--- src/rtl/mem_copy_if.sv ---
// Data-memory port bundle between the copy engine (master) and the memory (slave).
// Names follow the memory's own port names (addrRe/MemRead/read_data, addr/write_data/MemWrite).
interface mem_copy_if #(
  parameter int AW = 5,
  parameter int DW = 32
);
  logic [AW-1:0] addrRe;
  logic          MemRead;
  logic [DW-1:0] read_data;
  logic [AW-1:0] addr;
  logic [DW-1:0] write_data;
  logic          MemWrite;

  modport master (
    output addrRe, MemRead, addr, write_data, MemWrite,
    input  read_data
  );

  modport slave (
    input  addrRe, MemRead, addr, write_data, MemWrite,
    output read_data
  );
endinterface

--- src/rtl/mem_copy_master.sv ---
// Word-copy engine: copies len words src->dst as read, wait RD_LAT cycles, write.
// Optional macro MEM_COPY_CHECKSUM_EN adds a running checksum of written words.
module mem_copy_master #(
  parameter int AW     = 5,
  parameter int DW     = 32,
  parameter int RD_LAT = 1
) (
  input  logic          clk,
  input  logic          rst,
  input  logic          start,
  input  logic [AW-1:0] src_addr,
  input  logic [AW-1:0] dst_addr,
  input  logic [AW:0]   len,
  output logic          busy,
  output logic          done,
`ifdef MEM_COPY_CHECKSUM_EN
  input  logic          clr_sum,
  output logic [DW-1:0] checksum,
`endif
  mem_copy_if.master    mem
);

  typedef enum logic [2:0] {S_IDLE, S_RD, S_WAIT, S_WR, S_DONE} state_t;

  // WAIT spans RD_LAT cycles; the down-counter is loaded with RD_LAT-1
  localparam logic [1:0] WAIT_LOAD = (RD_LAT > 0) ? 2'(RD_LAT - 1) : 2'd0;

  state_t        state_q, state_d;
  logic [AW-1:0] src_q, src_d;
  logic [AW-1:0] dst_q, dst_d;
  logic [AW:0]   len_q, len_d;
  logic [AW:0]   index_q, index_d;
  logic [1:0]    wait_q, wait_d;
  logic          busy_q, busy_d;
  logic          done_q, done_d;
  logic          rd_q, rd_d;
  logic          wr_q, wr_d;
  logic [AW-1:0] addr_re_q, addr_re_d;
  logic [AW-1:0] addr_wr_q, addr_wr_d;
  logic [DW-1:0] wdata_q, wdata_d;
`ifdef MEM_COPY_CHECKSUM_EN
  logic [DW-1:0] sum_q, sum_d;
`endif

  always_comb begin
    state_d = state_q;
    src_d   = src_q;
    dst_d   = dst_q;
    len_d   = len_q;
    index_d = index_q;
    wait_d  = wait_q;
    wdata_d = wdata_q;
`ifdef MEM_COPY_CHECKSUM_EN
    sum_d   = sum_q;
`endif

    unique case (state_q)
      S_IDLE: begin
`ifdef MEM_COPY_CHECKSUM_EN
        if (start || clr_sum) sum_d = '0;
`endif
        if (start) begin
          src_d   = src_addr;
          dst_d   = dst_addr;
          len_d   = len;
          index_d = '0;
          state_d = (len == '0) ? S_DONE : S_RD;
        end
      end
      S_RD: begin
        if (RD_LAT == 0) begin
          wdata_d = mem.read_data;
          state_d = S_WR;
        end else begin
          wait_d  = WAIT_LOAD;
          state_d = S_WAIT;
        end
      end
      S_WAIT: begin
        if (wait_q == 2'd0) begin
          wdata_d = mem.read_data;
          state_d = S_WR;
        end else begin
          wait_d = wait_q - 2'd1;
        end
      end
      S_WR: begin
`ifdef MEM_COPY_CHECKSUM_EN
        sum_d   = sum_q + wdata_q;
`endif
        index_d = index_q + (AW+1)'(1);
        state_d = (index_d == len_q) ? S_DONE : S_RD;
      end
      S_DONE: state_d = S_IDLE;
      default: state_d = S_IDLE;
    endcase

    // Outputs are registered: decode them from the state being entered
    busy_d    = (state_d == S_RD) || (state_d == S_WAIT) || (state_d == S_WR);
    done_d    = (state_d == S_DONE);
    rd_d      = (state_d == S_RD);
    wr_d      = (state_d == S_WR);
    addr_re_d = rd_d ? (src_d + index_d[AW-1:0]) : addr_re_q;
    addr_wr_d = wr_d ? (dst_d + index_d[AW-1:0]) : addr_wr_q;
  end

  always_ff @(posedge clk or posedge rst) begin
    if (rst) begin
      state_q   <= S_IDLE;
      src_q     <= '0;
      dst_q     <= '0;
      len_q     <= '0;
      index_q   <= '0;
      wait_q    <= '0;
      busy_q    <= 1'b0;
      done_q    <= 1'b0;
      rd_q      <= 1'b0;
      wr_q      <= 1'b0;
      addr_re_q <= '0;
      addr_wr_q <= '0;
      wdata_q   <= '0;
`ifdef MEM_COPY_CHECKSUM_EN
      sum_q     <= '0;
`endif
    end else begin
      state_q   <= state_d;
      src_q     <= src_d;
      dst_q     <= dst_d;
      len_q     <= len_d;
      index_q   <= index_d;
      wait_q    <= wait_d;
      busy_q    <= busy_d;
      done_q    <= done_d;
      rd_q      <= rd_d;
      wr_q      <= wr_d;
      addr_re_q <= addr_re_d;
      addr_wr_q <= addr_wr_d;
      wdata_q   <= wdata_d;
`ifdef MEM_COPY_CHECKSUM_EN
      sum_q     <= sum_d;
`endif
    end
  end

  assign busy           = busy_q;
  assign done           = done_q;
  assign mem.MemRead    = rd_q;
  assign mem.MemWrite   = wr_q;
  assign mem.addrRe     = addr_re_q;
  assign mem.addr       = addr_wr_q;
  assign mem.write_data = wdata_q;
`ifdef MEM_COPY_CHECKSUM_EN
  assign checksum       = sum_q;
`endif

endmodule
--- src/flat_wrapper.sv ---
// flat-port wrapper written by rule: the top's interface ports become plain ports
module mem_copy_master_flat 
#(
  parameter int AW     = 5,
  parameter int DW     = 32,
  parameter int RD_LAT = 1
)
  (clk, rst, start, src_addr, dst_addr, len, busy, done, mem_addrRe, mem_MemRead, mem_addr, mem_write_data, mem_MemWrite, mem_read_data);
  mem_copy_if #(.AW(AW), .DW(DW)) mem_i ();
  input  logic clk;
  input  logic rst;
  input  logic start;
  input  logic [AW-1:0] src_addr;
  input  logic [AW-1:0] dst_addr;
  input  logic [AW:0] len;
  output logic busy;
  output logic done;
  output wire logic [$bits(mem_i.addrRe)-1:0] mem_addrRe;
  output wire logic [$bits(mem_i.MemRead)-1:0] mem_MemRead;
  output wire logic [$bits(mem_i.addr)-1:0] mem_addr;
  output wire logic [$bits(mem_i.write_data)-1:0] mem_write_data;
  output wire logic [$bits(mem_i.MemWrite)-1:0] mem_MemWrite;
  input wire logic [$bits(mem_i.read_data)-1:0] mem_read_data;
  assign mem_addrRe = mem_i.addrRe;
  assign mem_MemRead = mem_i.MemRead;
  assign mem_addr = mem_i.addr;
  assign mem_write_data = mem_i.write_data;
  assign mem_MemWrite = mem_i.MemWrite;
  assign mem_i.read_data = mem_read_data;
  mem_copy_master #(.AW(AW), .DW(DW), .RD_LAT(RD_LAT)) u_core (.clk(clk), .rst(rst), .start(start), .src_addr(src_addr), .dst_addr(dst_addr), .len(len), .busy(busy), .done(done), .mem(mem_i));
endmodule
--- config.mk ---
export PLATFORM = sky130hd
export DESIGN_NAME = mem_copy_master_flat
export DESIGN_NICKNAME = d
export VERILOG_FILES = /design/src/rtl/mem_copy_if.sv /design/src/rtl/mem_copy_master.sv /design/src/flat_wrapper.sv
export SDC_FILE = /design/constraint.sdc
export NUM_CORES = 1
export LEC_CHECK = 0
export BUFFER_PORTS_ARGS = -buffer_cell sky130_fd_sc_hd__buf_4
export CORE_MARGIN = 4
export CORE_UTILIZATION = 51
export DETAILED_ROUTE_END_ITERATION = 6
export GPL_TIMING_DRIVEN = 0
export PLACE_DENSITY = 0.87
export SYNTH_ARGS = -nofsm -noshare
export SYNTH_HDL_FRONTEND = slang
export SYNTH_SLANG_ARGS = --single-unit
--- constraint.sdc ---
create_clock -name clk -period 4 [get_ports clk]
set_clock_uncertainty 0.05 [all_clocks]
set_input_delay 1 -clock clk [delete_from_list [all_inputs] [get_ports clk]]
set_output_delay 1 -clock clk [all_outputs]
set_load 0.05 [all_outputs]
# Word-level counts from Yosys, hierarchy flattened
# Cells that the tools add are included.
# W data, S select, Z words.
# classes
n_bitwise	0
n_mux	13
div	0
mul	0
n_eq_ne	10
n_reduce_logical	11
n_lt_le_gt_ge	0
n_addsub	4
shifts	0
# op_table
cell	n
$mux W5	4
$eq A3 B2 Y1 const B	4
$mux W3	4
$pmux W3 S4	1
$pmux W6 S2	1
$add A5 B5 Y5	2
$reduce_and A2 Y1	4
$add A6 B1 Y6 const B	1
$eq A3 B1 Y1 const B	2
$eq A6 B6 Y1	1
$logic_not A6 Y1	1
$mux W6	1
$ne A2 B2 Y1 const B	2
$pmux W2 S2	1
$reduce_bool A2 Y1	2
$eq A3 B3 Y1 const B	1
$logic_not A3 Y1	1
$logic_not A2 Y1	1
$logic_or A1 B1 Y1	2
$mux W2	1
$sub A2 B1 Y2 const B	1
# word_totals
register_bits	73
mem_count	0
out_inout_bits	46
romBits	0
wordCells	52
mem_bits_rw	0
in_bits	51
latch_bits	0

# Logic depth before layout (Yosys ltp)
# Gate-level depths: netlist (run 1).
# depth
ltp_word	7
mapped_depth	15
ltp_nobuf	14

# Worst setup path after synthesis (run 1)
# Ideal clock, no wire load.
# synth_path
path_type	in2reg
from	input port start
to	register u_core.addr_wr_q[4], in the netlist u_core.mem.addr[4]
arrival_ns	3.263
required_ns	3.823
stages	11
path_slack_ns	0.559
setup_ns	0.127
path_buffers	1
path_cell_list	nand2b_4 -> nor3_4 -> buf_2 -> mux2_2 -> ha_1 -> fa_1 -> a21o_1 -> a21oi_1 -> xnor2_1 -> xnor2_1 -> a21oi_1
# synth_via
elab_chain_cells	3
elab_cells_between_ends	8
cone_classes	add/sub: 1; eq/ne: 1; mux: 6
# synth_rtl
item	line_no	text
start: declaration	flat_wrapper.sv:12	input logic start;
$mux W5	mem_copy_master.sv:62	if (start) begin
$mux W5	mem_copy_master.sv:57	unique case (state_q)
net u_core.dst_d[0]	mem_copy_master.sv:30	logic [AW-1:0] dst_q, dst_d;
$add A5 B5 Y5	mem_copy_master.sv:104	addr_wr_d = wr_d ? (dst_d + index_d[AW-1:0]) : addr_wr_q;
end signal: assignment	mem_copy_master.sv:137	addr_wr_q <= addr_wr_d;
end: declaration	mem_copy_master.sv:39	logic [AW-1:0] addr_wr_q, addr_wr_d;
# The timed path passes the listed nets, and every way through them passes these cells. The select of a mux whose other input is x is not followed.
# A chain may end at the register's enable or synchronous reset.

# Worst setup path after layout (run 1)
# Same ends and word-level chain as after synthesis.

==> run_results.csv, run 1 <==
group,metric,value,unit
global_routing,grt_pass1_vias,2341,
critical_path,critPathKind,"in -> reg",
floorplanning,core_area,6060,sq um
routing,first_pass_iters,4,
timing,hold_violations,0,
clock_tree,cts_tree,"built",
logic_synthesis,synth_edf_count,0,
clock_tree,htreeDepth,3,
routing,viasPerCell,5.13,
timing,finalSetupViolCount,0,
layout,drive_gt1_share,49.3,%
global_routing,antenna_found_initial,0,
logic_synthesis,synth_area,3250,sq um
critical_path,cpLargestDelayFamily,"adder cells",
logic_synthesis,synth-seq-area-share,56.1,%
routing,vias,2197,
clock_tree,cts_root_buffer,"clkbuf_8",
logic_synthesis,yosys.area.top_type,"dfrtp_1",
routing,drc_errors,0,
clock_tree,cts_setup_buffers,0,
routing,wl_per_cell,15.8,microns
routing,drt_iter0_drc,143,
logic_synthesis,ys_types,35,
global_routing,grt.overflow.total,0,
timing,tns,0,ns
critical_path,startpoint_type,"input port",
critical_path,critPathCaptureType,"register",
floorplanning,dieHeight,87.9,microns
critical_path,arrival,3.76,ns
floorplanning,rows,28,
logic_synthesis,yosysWarnings,0,
critical_path,crit_fanout,10,
critical_path,slowest_stage,"fa_1",
timing,drv_slew,0,
layout,fillCellCount,437,
global_routing,grt_max_degree,74,
clock_tree,ctsHoldBuffers,0,
layout,nets,411,
logic_synthesis,synth-async-reset-ratio,100,%
logic_synthesis,ys_ff_latch,73,
clock_tree,cts.repair.resized,0,
placement,io_buffers,96,
timing,tightest_slew,0.880,ns
timing,min_period,3.61,ns
critical_path,cp_num_buf_inv,2,
floorplanning,die_w,87.9,microns
timing,post-route-period-util,90.1,%
critical_path,critPathMaxStageDelay,0.42,ns
timing,maxSlewHeadroom,41.3,%
layout,syn_to_final_growth,30.9,%
timing,fmax,277,MHz
routing,ant_nets,0,
global_routing,grt_first_pass_wirelength,10.9,mm
logic_synthesis,synth_nets,304,
logic_synthesis,synth_ff_type,"dfrtp_1",
hold_path,hold_class,"reg -> reg",
placement,place.gp.congestion,0.757,
job,cap_violations,0,
clock_tree,path_clk_slew,0.08,ns
run_status,status,"complete, no violations",
logic_synthesis,synth.avg_cell_area,13.5,sq um
critical_path,path_cells,"buf_4 > nand2b_4 > nor3_4 > buf_2 > mux2_2 > ha_1 > fa_1 > a21o_1 > a21oi_1 > xnor2_1 > xnor2_1 > a21oi_1",
timing,rsz0062_at_grt,"no",
clock_tree,cts_buffers,9,
layout,antenna-diode-count,0,
logic_synthesis,synthTopCellsByArea,"dfrtp_1, mux2_2, xnor2_1, ha_1, inv_1",
logic_synthesis,synth.top_cell.area_share,56.1,%
logic_synthesis,syn_inst,241,
clock_tree,clockBufferDepth,2,
clock_tree,cts_sinks,73,
clock_tree,clk_latency,0.33,ns
placement,hpwlAfterDp,4.98,mm
global_routing,grtUsageTotal,18.7,%
floorplanning,design.portCount,97,
routing,routed_wl,6.77,mm
floorplanning,die_area,7720,sq um
floorplanning,initial_utilization,53.7,%
critical_path,required,4.16,ns
## cell type report
type / instances / area, sq um / area share, %
Inverter: 11 / 43.8 / 1.03
Multi-Input combinational cell: 150 / 1330 / 31.3
Buffer: 7 / 52.6 / 1.23
Sequential cell: 73 / 1830 / 42.9
Tap cell: 75 / 93.8 / 2.20
Timing Repair Buffer: 96 / 721 / 16.9
Clock buffer: 13 / 149 / 3.49
Clock inverter: 3 / 40.0 / 0.940
## kinds of logic after synthesis
family	synth area share [%]
compound gates	5.34
xor+xnor	5.38
fa+ha+maj	5.08
buf+inv	2.88
flops	56.1
mux	19.3
simple gates	5.92
## through the flow
step	worst slack, ns	util (%)	instance area, sq um	std cells	hold WS [ns]
after floorplan	0.559	-	3250	241	0.420
after CTS	0.385	70.3	4260	428	0.451
after detailed placement	0.0472	67.2	4070	412	0.433
after global placement	0.130	67.1	4070	412	0.429
final	0.395	70.3	4260	428	0.445
after global routing	0.257	70.3	4260	428	0.461
## synthesized netlist by cell type, types with 2 or more instances
master / number
dfrtp_1: 73
mux2_2: 50
xnor2_1: 17
inv_1: 11
nand2_1: 11
ha_1: 10
a21oi_1: 8
nor2_1: 8
o21ai_0: 7
a21o_1: 5
buf_2: 5
a22o_1: 3
mux2_1: 3
mux2i_1: 3
xor2_1: 3
clkbuf_8: 2
fa_1: 2
nand3_1: 2
nor3_1: 2
## registers in the layout, summed over array words and instances, names as in the netlist, 2 cells and up
name and cells:
u_core.dst_q 5, u_core.index_q 6, u_core.len_q 6, u_core.mem.addr 5, u_core.mem.addrRe 5, u_core.mem.write_data 32
u_core.src_q 5, u_core.state_q 3, u_core.wait_q 2
## worst register-to-register path, stage by stage (launching register included)
cell and delay, ns:
dfrtp_1 0.45, nand2b_4 0.19, nor3_4 0.41, buf_2 0.36, mux2_2 0.40, ha_1 0.24, fa_1 0.42, a21o_1 0.20
a21oi_1 0.19, xnor2_1 0.16, xnor2_1 0.14, a21oi_1 0.08
## path summary, 6_finish.rpt
path	startpoint	to	slack [ns]	cells after the start
setup / recovery	start	u_core.mem.addr[4]	0.39	12
hold / removal	u_core.mem.addrRe[2]	u_core.mem.addrRe[2]	0.45	1
setup reg to reg	u_core.state_q[1]	u_core.mem.addr[4]	0.58	11
hold reg to reg	u_core.mem.addrRe[2]	u_core.mem.addrRe[2]	0.45	1
max in group asynchronous	rst	u_core.src_q[1]	2.52	2
min in group asynchronous	rst	u_core.busy	0.81	2
## layer usage
layer | part of all wire [%] | vias to the layer above | track usage, %
met5 | 0 | - | 0
met2 | 49 | 67 | 30.3
met3 | 6.8 | 11 | 5.46
met4 | 2.0 | 0 | 8.93
met1 | 42 | 1067 | 23.2
li1 | - | 1052 | -
## cell usage in the layout, fill, tap and decap left out, drive strengths merged, types with 8 or more instances in the layout
cell	instances
buf	101
dfrtp	73
mux2	53
xnor2	17
clkbuf	15
nand2	12
inv	11
ha	10
nor2	8
a21oi	8
Power of run 1 is not shown: default switching activity piles up to over one toggle a cycle in this logic, so the estimate is an artifact.
==> run 2: changes to the inputs <==
--- a/config.mk
+++ b/config.mk
@@ -11,6 +11,7 @@
 export DETAILED_ROUTE_END_ITERATION = 6
 export GPL_TIMING_DRIVEN = 0
 export PLACE_DENSITY = 0.87
+export RECOVER_POWER = 100
 export SYNTH_ARGS = -nofsm -noshare
 export SYNTH_HDL_FRONTEND = slang
 export SYNTH_SLANG_ARGS = --single-unit
==> run 2 against run 1 <==
Net effect: the flow now finishes with violations (capacitance limit, slew limit); utilization decreased by 3.3 points; routed wire length decreased by 0.25%; maximum frequency decreased by 2.7%; clock-buffer cell count unchanged; hold slack got worse by 0.0020 ns; final cell count unchanged; flip-flop and latch count unchanged; critical path depth unchanged; final area decreased by 4.7%; sequential share of layout area increased by 2.1 points; first-iteration DRC count decreased by 9.8%; critical path type unchanged.
==> run_results.csv, run 2 (synthesized netlist as in run 1, its figures left out) <==
group,metric,value,unit
hold_path,holdCritStartpoint,"u_core.mem.addrRe[2]",
clock_tree,cts_root_buffer,"clkbuf_8",
clock_tree,path_clk_slew,0.07,ns
routing,ant_nets,0,
timing,min_period,3.71,ns
timing,rsz0062_at_grt,"no",
critical_path,crit_fanout,10,
placement,place.gp.congestion,0.757,
clock_tree,cts_tree,"built",
clock_tree,clockBufferDepth,2,
routing,viasPerCell,5.11,
floorplanning,die_area,7720,sq um
critical_path,critPathKind,"in -> reg",
critical_path,arrival,3.85,ns
run_status,violations,"capacitance limit, slew limit",
timing,drv_slew,74,
timing,hold_ws,0.443,ns
critical_path,critPathCaptureType,"register",
clock_tree,cts.repair.resized,0,
routing,vias,2186,
routing,routed_wl,6.75,mm
layout,mostFrequentLayoutCell,"dfrtp_1",
layout,syn_to_final_growth,24.8,%
timing,maxSlewHeadroom,-80.1,%
clock_tree,cts_buffers,9,
global_routing,grt_pass1_vias,2341,
layout,largest_reg_flops,32,
global_routing,grtUsageTotal,18.7,%
global_routing,grt_first_pass_wirelength,10.9,mm
routing,wl_per_cell,15.8,microns
timing,tightest_slew,2.70,ns
critical_path,startpoint_type,"input port",
critical_path,required,4.14,ns
clock_tree,cts_sinks,73,
routing,first_pass_iters,4,
layout,nets,411,
placement,io_buffers,96,
layout,mostFrequentLayoutCells,"dfrtp_1, clkbuf_1, buf_4, mux2_2, xnor2_1",
placement,hpwlAfterDp,4.98,mm
critical_path,worstSetupStartpoint,"start",
layout,drive_gt1_share,31.7,%
floorplanning,design.portCount,97,
floorplanning,core_area,6060,sq um
clock_tree,cts_setup_buffers,0,
clock_tree,ctsHoldBuffers,0,
floorplanning,dieHeight,87.9,microns
clock_tree,htreeDepth,3,
timing,post-route-period-util,92.6,%
global_routing,grt.overflow.total,0,
critical_path,timing.rr.start,"u_core.state_q[0]",
global_routing,antenna_found_initial,0,
floorplanning,rows,28,
timing,tns,0,ns
job,cap_violations,1,
timing,finalSetupViolCount,0,
global_routing,grt_max_degree,74,
clock_tree,clk_latency,0.33,ns
timing,fmax,270,MHz
layout,antenna-diode-count,0,
timing,hold_violations,0,
run_status,status,"finished, violations left",
hold_path,hold_class,"reg -> reg",
floorplanning,initial_utilization,53.7,%
floorplanning,die_w,87.9,microns
routing,drc_errors,0,
routing,drt_iter0_drc,129,
run 2: cell count changes in the layout (fill, tap and decap cells not counted), moves of 3 or more:
cell / delta
clkbuf_1: +51
buf_4: -49
mux2_1: +8
mux2_2: -8
buf_2: -4
clkbuf_4: +3
run 2: worst paths after layout:
kind	endpoint	slack [ns]	cells after the start
min reg2reg	u_core.mem.addrRe[2]	0.44	1
max	u_core.mem.addr[4]	0.29	12
min in group asynchronous	u_core.mem.write_data[13]	1.58	2
min	u_core.mem.addrRe[2]	0.44	1
max reg2reg	u_core.mem.addr[4]	0.45	11
max in group asynchronous	u_core.dst_q[3]	0.79	2
run 2: layer usage:
metal / track usage (%) / routed length, microns / up-vias
li1: - / - / 1049
met1: 23.2 / 2820 / 1062
met2: 30.3 / 3320 / 64
met3: 5.46 / 472 / 11
met4: 8.93 / 133 / 0
met5: 0 / 0 / -
run 2: critical path, cell delays in order:
cell      delay, ns
clkbuf_4       0.10
nand2b_1       0.09
nor3_4         0.44
buf_2          0.36
mux2_1         0.40
ha_1           0.25
fa_1           0.42
a21o_1         0.20
a21oi_1        0.19
xnor2_1        0.16
xnor2_1        0.14
a21oi_1        0.08
run 2: area by class of cell:
cell class / instances / area, sq um
Clock inverter: 3 / 40.0
Clock buffer: 13 / 149
Inverter: 11 / 41.3
Fill cell: 484 / 2000
Tap cell: 75 / 93.8
Timing Repair Buffer: 96 / 548
Buffer: 7 / 37.5
Multi-Input combinational cell: 150 / 1320
Sequential cell: 73 / 1830
run 2: metrics by stage:
stage,area [sq um],cells,util [%],worst slack (ns)
2_1_floorplan,3250,241,-,0.559
3_3_place_gp,4070,412,67.1,0.130
3_5_place_dp,4070,412,67.2,0.0472
4_1_cts,4260,428,70.3,0.385
5_1_grt,4060,428,67.0,0.144
6_report,4060,428,67.0,0.294
Power of run 2 is left out for the same reason.
==> run 3: changes to the inputs <==
--- a/config.mk
+++ b/config.mk
@@ -6,7 +6,7 @@
 export NUM_CORES = 1
 export LEC_CHECK = 0
 export BUFFER_PORTS_ARGS = -buffer_cell sky130_fd_sc_hd__buf_4
-export CORE_MARGIN = 4
+export CORE_MARGIN = 8
 export CORE_UTILIZATION = 51
 export DETAILED_ROUTE_END_ITERATION = 6
 export GPL_TIMING_DRIVEN = 0
==> run 3 against run 2 <==
Net effect: the flow finishes with violations (capacitance limit); flip-flop and latch count unchanged; highest routed layer unchanged; register-to-register slack improved by 0.07 ns; setup slack improved by 0.095 ns; final cell count unchanged; die area increased by 19%; utilization decreased by 2.2 points; global-route usage decreased by 2.0 points; via count increased by 0.18%; sequential share of layout area decreased by 0.11 points; clock-buffer cell count decreased by 3; first-iteration DRC count decreased by 8.5%; maximum frequency increased by 2.6%.
==> run_results.csv, run 3 (synthesized netlist as in run 1, its figures left out) <==
group,metric,value,unit
floorplanning,dieHeight,95.9,microns
layout,seq_area,1830,sq um
floorplanning,die_w,95.9,microns
placement,place.gp.congestion,0.838,
layout,mostFrequentLayoutCell,"dfrtp_1",
timing,tightest_slew,1.49,ns
critical_path,crit_fanout,10,
critical_path,r2r_cells,13,
floorplanning,design.portCount,97,
timing,maxSlewHeadroom,0.588,%
clock_tree,clockBufferDepth,2,
floorplanning,initial_utilization,51.8,%
timing,hold_ws,0.447,ns
routing,vias,2190,
layout,finalNonFillerCells,428,
routing,first_pass_iters,4,
timing,hold_violations,0,
layout,antenna-diode-count,0,
floorplanning,core_area,6280,sq um
global_routing,antenna_found_initial,0,
clock_tree,cts_buffers,9,
timing,finalSetupViolCount,0,
routing,routed_wl,7.16,mm
timing,rsz0062_at_grt,"no",
layout,drive_gt1_share,31.9,%
placement,hpwlAfterDp,5.39,mm
timing,min_period,3.61,ns
clock_tree,ctsHoldBuffers,0,
routing,viasPerCell,5.12,
timing,fmax,277,MHz
clock_tree,htreeDepth,3,
critical_path,critPathKind,"in -> reg",
critical_path,arrival,3.76,ns
layout,multi_input_area,1320,sq um
layout,syn_to_final_growth,25.1,%
clock_tree,cts_setup_buffers,0,
hold_path,holdPathStages,1,
critical_path,startpoint_type,"input port",
clock_tree,clk_latency,0.33,ns
run_status,status,"finished, violations left",
global_routing,grt_first_pass_wirelength,11.8,mm
clock_tree,cts_sinks,73,
clock_tree,cts.repair.resized,0,
clock_tree,cts_tree,"built",
routing,drc_errors,0,
floorplanning,rows,29,
job,cap_violations,1,
global_routing,grtUsageTotal,16.7,%
layout,nets,411,
layout,mostFrequentLayoutCells,"dfrtp_1, clkbuf_1, buf_4, mux2_2, xnor2_1",
floorplanning,die_area,9190,sq um
hold_path,hold_class,"reg -> reg",
critical_path,critPathCaptureType,"register",
layout,largest_reg_flops,32,
timing,post-route-period-util,90.3,%
routing,wl_per_cell,16.7,microns
global_routing,grt_max_degree,74,
timing,drv_slew,0,
clock_tree,path_clk_slew,0.07,ns
timing,tns,0,ns
run_status,violations,"capacitance limit",
placement,dp_cells,414,
layout,fillCellCount,515,
routing,ant_nets,0,
clock_tree,cts_root_buffer,"clkbuf_8",
global_routing,grt_pass1_vias,2492,
global_routing,grt.overflow.total,0,
critical_path,required,4.15,ns
placement,io_buffers,96,
routing,drt_iter0_drc,118,
-- run 3: path summary, 6_finish.rpt --
path / startpoint / to / slack (ns)
hold reg to reg: u_core.src_q[2] / u_core.src_q[2] / 0.45
setup / recovery: start / u_core.mem.addr[4] / 0.39
hold / removal: u_core.src_q[2] / u_core.src_q[2] / 0.45
setup reg to reg: u_core.state_q[0] / u_core.mem.addr[4] / 0.52
max in group asynchronous: rst / u_core.mem.write_data[22] / 1.94
min in group asynchronous: rst / u_core.mem.write_data[18] / 1.08
-- run 3: final cells by class --
cell class	instances	area share, %
Buffer	7	0.922
Clock buffer	10	3.14
Clock inverter	4	1.72
Inverter	11	1.01
Multi-Input combinational cell	150	32.5
Sequential cell	73	44.9
Tap cell	77	2.37
Timing Repair Buffer	96	13.5
-- run 3: layer usage --
metal | wire, microns | vias up | share of wire [%] | track usage [%]
li1 | - | 1043 | - | -
met1 | 2780 | 1080 | 39 | 18.8
met2 | 3760 | 60 | 52 | 28.6
met3 | 556 | 7 | 7.8 | 6.71
met4 | 61 | 0 | 0.85 | 4.61
met5 | 0 | - | 0 | 0
-- run 3: critical path, cell delays in order --
cell      delay, ns
clkbuf_4       0.10
nand2b_1       0.09
nor3_4         0.40
buf_2          0.36
mux2_1         0.39
ha_1           0.24
fa_1           0.41
a21o_1         0.20
a21oi_1        0.19
xnor2_1        0.15
xnor2_1        0.14
a21oi_1        0.09
-- run 3: through the flow --
step / setup slack, ns / instance area [sq um] / util, %
finish: 0.389 / 4070 / 64.8
global route: 0.235 / 4070 / 64.8
CTS: 0.424 / 4270 / 68.0
detailed placement: 0.100 / 4070 / 64.9
global placement: 0.164 / 4070 / 64.9
floorplan: 0.559 / 3250 / -
Power of run 3 is left out for the same reason.
